==> config.mk <==
export PLATFORM = sky130hd
export DESIGN_NAME = reg_decoder_bank
export DESIGN_NICKNAME = d
export VERILOG_FILES = /design/src/rtl/reg_decoder_bank.sv
export SDC_FILE = /design/constraint.sdc
export NUM_CORES = 1
export LEC_CHECK = 0
export BUFFER_PORTS_ARGS = -buffer_cell sky130_fd_sc_hd__buf_2
export CORE_MARGIN = 2
export CORE_UTILIZATION = 35
export CTS_BUF_LIST = sky130_fd_sc_hd__clkbuf_16
export DETAILED_ROUTE_END_ITERATION = 8
export GPL_TIMING_DRIVEN = 0
export SLEW_MARGIN = 15
export SYNTH_ARGS = -nofsm -noshare
export SYNTH_HDL_FRONTEND = slang
export SYNTH_SLANG_ARGS = --single-unit
==> constraint.sdc <==
create_clock -name clk -period 6 [get_ports clk]
set_input_delay 1.8 -clock clk [delete_from_list [all_inputs] [get_ports clk]]
set_output_delay 1.8 -clock clk [all_outputs]
set_load 0.05 [all_outputs]
==> src/rtl/reg_decoder_bank.sv <==
// reg_decoder_bank
//   CPU-facing register bank split into NUM_SLV channels of REGS_PER_SLV
//   registers each. A transfer is captured in IDLE, walks SETUP -> ACCESS
//   (WAIT_CYC cycles, skipped when 0) -> RESP, and completes with a single
//   cpu_ready strobe in RESP.
//
// Ports
//   clk        in   single clock, rising edge
//   rst_n      in   asynchronous active-low reset
//   cpu_sel    in   transfer request, sampled in IDLE only
//   cpu_wr     in   1 = write, 0 = read
//   cpu_addr   in   [ADDR_W-1:0] byte address {channel, offset}
//   cpu_wdata  in   [DATA_W-1:0] write data
//   lock       in   [NUM_SLV-1:0] per-channel write protect
//   cpu_rdata  out  [DATA_W-1:0] read data, non-zero only in RESP of a good read
//   cpu_ready  out  one-cycle transfer-complete strobe
//   cpu_err    out  unmapped access or write to a locked channel (RESP only)
//   slv_act    out  [NUM_SLV-1:0] one-hot active channel in SETUP/ACCESS
//
// state  | meaning
// IDLE   | waiting for cpu_sel, captures wr/addr/wdata
// SETUP  | address decoded, slv_act driven, wait counter cleared
// ACCESS | WAIT_CYC wait cycles, lock already sampled
// RESP   | cpu_ready strobe, read data / error presented

module reg_decoder_bank #(
    parameter int              ADDR_W       = 8,
    parameter int              DATA_W       = 8,
    parameter int              NUM_SLV      = 4,
    parameter int              REGS_PER_SLV = 8,
    parameter int              WAIT_CYC     = 1,
    parameter logic [DATA_W-1:0] RESET_VAL  = '0
) (
    input  logic                clk,
    input  logic                rst_n,
    input  logic                cpu_sel,
    input  logic                cpu_wr,
    input  logic [ADDR_W-1:0]   cpu_addr,
    input  logic [DATA_W-1:0]   cpu_wdata,
    input  logic [NUM_SLV-1:0]  lock,
    output logic [DATA_W-1:0]   cpu_rdata,
    output logic                cpu_ready,
    output logic                cpu_err,
    output logic [NUM_SLV-1:0]  slv_act
);

    localparam int OFF_W = $clog2(REGS_PER_SLV);
    localparam int IDX_W = ADDR_W - OFF_W;

    localparam logic [1:0] ST_IDLE   = 2'd0;
    localparam logic [1:0] ST_SETUP  = 2'd1;
    localparam logic [1:0] ST_ACCESS = 2'd2;
    localparam logic [1:0] ST_RESP   = 2'd3;

    logic [1:0]        state_q, state_d;
    logic              wr_q, wr_d;
    logic [ADDR_W-1:0] addr_q, addr_d;
    logic [DATA_W-1:0] wdata_q, wdata_d;
    logic [3:0]        wait_cnt_q, wait_cnt_d;
    logic              lock_hit_q, lock_hit_d;
    logic [DATA_W-1:0] regs_q [NUM_SLV][REGS_PER_SLV];
    logic [DATA_W-1:0] regs_d [NUM_SLV][REGS_PER_SLV];

    logic [IDX_W-1:0]   idx;
    logic [OFF_W-1:0]   off;
    logic [NUM_SLV-1:0] ch_oh;
    logic               mapped;
    logic               lock_now;
    logic [DATA_W-1:0]  rd_word;
    logic               enter_resp;
    logic               wr_blocked;

    assign idx = addr_q[ADDR_W-1:OFF_W];
    assign off = addr_q[OFF_W-1:0];

    // Decode from the captured address only; live CPU inputs never reach here.
    always_comb begin
        ch_oh   = '0;
        rd_word = '0;
        for (int i = 0; i < NUM_SLV; i++) begin
            ch_oh[i] = (idx == IDX_W'(i));
        end
        mapped   = |ch_oh;
        lock_now = |(lock & ch_oh);
        for (int i = 0; i < NUM_SLV; i++) begin
            for (int r = 0; r < REGS_PER_SLV; r++) begin
                if (ch_oh[i] && (off == OFF_W'(r))) begin
                    rd_word = regs_q[i][r];
                end
            end
        end
    end

    always_comb begin
        state_d    = state_q;
        wr_d       = wr_q;
        addr_d     = addr_q;
        wdata_d    = wdata_q;
        wait_cnt_d = wait_cnt_q;
        lock_hit_d = lock_hit_q;
        enter_resp = 1'b0;
        case (state_q)
            ST_IDLE: begin
                if (cpu_sel) begin
                    wr_d       = cpu_wr;
                    addr_d     = cpu_addr;
                    wdata_d    = cpu_wdata;
                    wait_cnt_d = '0;
                    state_d    = ST_SETUP;
                end
            end
            ST_SETUP: begin
                lock_hit_d = lock_now;
                wait_cnt_d = '0;
                if (WAIT_CYC == 0) begin
                    state_d    = ST_RESP;
                    enter_resp = 1'b1;
                end else begin
                    state_d = ST_ACCESS;
                end
            end
            ST_ACCESS: begin
                if (wait_cnt_q == 4'(WAIT_CYC - 1)) begin
                    state_d    = ST_RESP;
                    enter_resp = 1'b1;
                end else begin
                    wait_cnt_d = wait_cnt_q + 4'd1;
                end
            end
            default: begin
                state_d = ST_IDLE;
            end
        endcase
    end

    // With WAIT_CYC=0 the lock sample and the write share one edge, so the
    // live lock bit is used there instead of the not-yet-loaded lock_hit_q.
    assign wr_blocked = (state_q == ST_SETUP) ? lock_now : lock_hit_q;

    always_comb begin
        regs_d = regs_q;
        if (enter_resp && wr_q && mapped && !wr_blocked) begin
            for (int i = 0; i < NUM_SLV; i++) begin
                for (int r = 0; r < REGS_PER_SLV; r++) begin
                    if (ch_oh[i] && (off == OFF_W'(r))) begin
                        regs_d[i][r] = wdata_q;
                    end
                end
            end
        end
    end

    always_ff @(posedge clk or negedge rst_n) begin
        if (!rst_n) begin
            state_q    <= ST_IDLE;
            wr_q       <= 1'b0;
            addr_q     <= '0;
            wdata_q    <= '0;
            wait_cnt_q <= '0;
            lock_hit_q <= 1'b0;
            for (int i = 0; i < NUM_SLV; i++) begin
                for (int r = 0; r < REGS_PER_SLV; r++) begin
                    regs_q[i][r] <= RESET_VAL;
                end
            end
        end else begin
            state_q    <= state_d;
            wr_q       <= wr_d;
            addr_q     <= addr_d;
            wdata_q    <= wdata_d;
            wait_cnt_q <= wait_cnt_d;
            lock_hit_q <= lock_hit_d;
            regs_q     <= regs_d;
        end
    end

    assign cpu_ready = (state_q == ST_RESP);
    assign cpu_err   = cpu_ready && (!mapped || (wr_q && lock_hit_q));
    assign cpu_rdata = (cpu_ready && !wr_q && mapped) ? rd_word : '0;
    assign slv_act   = ((state_q == ST_SETUP) || (state_q == ST_ACCESS)) ? ch_oh : '0;

endmodule
==> reports/summary.md <==
The pre-antenna-repair detailed-routing pass consisted of 5 iterations. The worst path needs 6.10 ns of the cycle, external delays included. The critical path ends at cpu_rdata[5]. The count of input and output buffers works out to 37. Setup slack on the worst reg-to-reg path comes out at 2.63 ns. The worst-case IR drop observed on VDD is 0.000227 V.

Clock-pin slew was measured on the worst setup and hold paths at 0.06 ns. The number of hold buffers added after cts was 0. The worst register-to-register path begins at addr_q[6]$_DFFE_PN0P_. Summed over all cells, the static leakage comes to 7.57 nW. The share of the clock period used by the worst path works out to 1.02. Critical path launch point: addr_q[0]$_DFFE_PN0P_. In this run the worst path has a maximum fanout of 10. The tools report the initial antenna violation count as 1.

The final reports fail on setup timing. The worst setup path is captured at an output pin. The run gives 0.0109 ns as the clock tree skew after final layout.

The remaining antenna violation count is 0. Counting distinct cell types in the post-synthesis netlist gives 68. The number of global-route vias before repair was 10924.

The logs give 0.499 for the register area share after synthesis and 3 for the number of buffers on the longest clock path. Using the TritonRoute via totals, the vias-per-cell ratio works out to 6.20. The global-route congestion overflow total is 0.

The die is 204 um tall. The detail-routed net length per standard cell came out at 29.7 um. TritonCTS built the clock tree.

The run finished, with violations left. The number of hold violations in the final report was 0; the overall via count from detail_route was 11072. Static timing analysis puts the maximum clock frequency at 164 MHz. After the first detailed-routing iteration, the DRC count stood at 1451. The power density over the cells works out to 439 nW/um^2.

The die span in x is 204 um. The run gives 39600 sq um as the area of the core. The die covers 41700 sq um.

Averaged over all synthesized cells, the footprint is 12.1 sq um. The mapped netlist covers 14000 sq um. The later pin in the worst-skew pair is clocked with a latency of 0.51 ns. Counting every net in the synthesized netlist gives 1194.

The HPWL after detailed placement is 36.0 mm. Data on the critical path is required at its endpoint by 4.20 ns. The run gives 0.255 as the total global-route track usage. Once placement finished, the instance area stood at 15000 sq um. At the end of routability-driven placement, the weighted congestion stood at 0.991.

For this run, design rule violations remaining after detail routing come to 0. In this run the critical register-to-register path is captured at regs_q[114]$_DFFE_PN0P_. The share of final-layout standard cells stronger than drive strength 1 came out at 0.354.

The total number of yosys warnings was 0. After synthesis the netlist holds a flip-flop and latch count of 280. The library cells used most frequently in the layout, excluding fill and tap cells, are mux2_2, dfrtp_1, buf_2, o21ai_0, a21oi_1. The logs give -0.0967 ns for the setup slack of the critical path after layout and 53.1 mm for the total wirelength of the detailed-routed design.

The setup path with the least slack is of type reg -> out. Across the run, the number of max-cap violations was 0. The tree is rooted in a clkbuf_16.

The post-cts gate resize count is 30, and the number of top-level pins is 38. TritonCTS created 34 clock buffers. The area overhead of the layout relative to synthesis was 15.1%; the maximum level of the CTS H-tree was 2.

The end-of-flow core utilization was 0.408; the share of flip-flops with an asynchronous set or reset after synthesis was 1.00. The logic depth of the worst register-to-register path is 6, and the maximum number of pins on one net before global-route repair is 106. Synthesis handed over a netlist of 1164 instances. The cell area after layout was 16200 sq um. Setup repair after global routing left no endpoint under its margin. For the initial core utilization, the log shows 0.354. Setup violations remaining at the end of the flow were counted as 2. The number of inserted filler cells in the final layout was 3773; the total setup buffers inserted after CTS was 0.

The final-report max-slew violation count was 0; the actual transition at the worst max-transition pin was 1.25 ns. Yosys mapped a number of flops with a built-in enable equal to 0. Sort of element at the start of the critical path: a register. The floorplan has 73 rows. The net total in the final layout was 1270.

STA puts the critical path data arrival time at 4.30 ns. Dominant register cell in the synthesized netlist: dfrtp_1. The headroom to the max-slew limit came out at 0.162. The run gives 76.9 mm as the first-pass GRT wire length.

Classification of the worst-slack hold path: reg -> reg. The TritonCTS sink count was 280.
[metal layers]
layer / GRT usage / share of wire / wire (um) / vias up
li1: - / - / - / 4537
met1: 0.350 / 0.41 / 22000 / 5698
met2: 0.373 / 0.42 / 22400 / 667
met3: 0.0620 / 0.10 / 5560 / 168
met4: 0.129 / 0.058 / 3080 / 2
met5: 0 / 0.00025 / 13 / -
[how the worst min path moves through the flow]
stage                     slack [ns]                     from  cells after the start                      end
final                           0.49  regs_q[199]$_DFFE_PN0P_                      1  regs_q[199]$_DFFE_PN0P_
after global routing            0.51  regs_q[199]$_DFFE_PN0P_                      1  regs_q[199]$_DFFE_PN0P_
after CTS                       0.49  regs_q[199]$_DFFE_PN0P_                      1  regs_q[199]$_DFFE_PN0P_
after detailed placement        0.48  regs_q[199]$_DFFE_PN0P_                      1  regs_q[199]$_DFFE_PN0P_
after global placement          0.47   regs_q[23]$_DFFE_PN0P_                      1   regs_q[23]$_DFFE_PN0P_
after floorplan                 0.46  regs_q[199]$_DFFE_PN0P_                      1  regs_q[199]$_DFFE_PN0P_
[through the flow]
step | setup WS (ns) | total power, mW | hold slack, ns | TNS (ns) | cells
after floorplan | 0.651 | 3.56 | 0.458 | 0 | 1164
after global placement | -2.20 | 4.87 | 0.470 | -606.72 | 1726
after detailed placement | -0.0365 | 4.87 | 0.479 | -0.0365 | 1729
after CTS | 0.00758 | 6.98 | 0.492 | 0 | 1786
after global routing | 0.0361 | 7.26 | 0.509 | 0 | 1786
final | -0.0967 | 7.10 | 0.489 | -0.140 | 1787
[critical path: stages, from the launching register on]
cell     delay, ns
dfrtp_1       0.36
buf_2         0.24
buf_2         0.34
nor2b_1       0.85
a22o_1        0.24
a21oi_1       0.11
nor3_1        0.62
o21ai_0       0.39
a21oi_1       0.31
buf_2         0.31
[layout make-up]
type,count,area (sq um),area share
Sequential cell,280,7010,0.433
Multi-Input combinational cell,776,6640,0.410
Clock buffer,37,926,0.0573
Tap cell,525,657,0.0406
Buffer,92,435,0.0269
Timing Repair Buffer,40,258,0.0159
Clock inverter,20,185,0.0115
Inverter,16,60.1,0.00371
Antenna cell,1,2.50,0.000155
[flip-flops by register name, summed over array words and instances (netlist names)]
register,count
wr_q,1
lock_hit_q,1
wait_cnt_q,4
addr_q,8
state_q,2
wdata_q,8
regs_q,256
[synthesized netlist by cell type, types with 5 or more instances]
cell type / count / area (sq um)
dfrtp_1: 280 / 7010
mux2_2: 280 / 3150
clkbuf_1: 61 / 229
o21ai_0: 55 / 275
a21oi_1: 52 / 260
nor2_1: 39 / 146
nand2_1: 38 / 143
nand4_2: 20 / 250
nor3_1: 18 / 90.1
a22oi_1: 17 / 128
buf_1: 17 / 63.8
mux2i_1: 17 / 170
a211oi_1: 15 / 113
o22ai_1: 14 / 87.6
and3_1: 13 / 81.3
buf_2: 13 / 65.1
inv_1: 13 / 48.8
a221oi_1: 12 / 105
nand3_1: 12 / 60.1
nor2b_1: 12 / 75.1
nand2b_1: 11 / 68.8
o211ai_1: 9 / 67.6
a31oi_1: 8 / 50.1
o21a_1: 8 / 60.1
o221ai_1: 8 / 70.1
o2bb2ai_1: 8 / 70.1
a21o_1: 7 / 52.6
a22o_1: 6 / 52.6
a32oi_1: 6 / 52.6
ha_1: 6 / 75.1
o32ai_1: 6 / 52.6
a2bb2oi_1: 5 / 43.8
nand3b_1: 5 / 37.5
nor4_4: 5 / 106
[where the power goes]
group | internal (mW) | switching (mW) | total, mW
logic | 0.659 | 2.23 | 2.89
registers | 1.99 | 0.138 | 2.12
clock network | 1.27 | 0.814 | 2.09
total | 3.92 | 3.18 | 7.10
[cells by family (layout without fill, tap and decap cells)]
group / count (synthesis) / after routing / share of synthesized area
fa+ha+maj: 6 / 6 / 0.00535
flops: 280 / 280 / 0.499
compound gates: 262 / 262 / 0.126
other cells: 0 / 1 / 0
mux: 302 / 302 / 0.243
buf+inv: 108 / 205 / 0.0306
simple gates: 206 / 206 / 0.0962
Note: power is estimated with default switching activity, not from simulation.
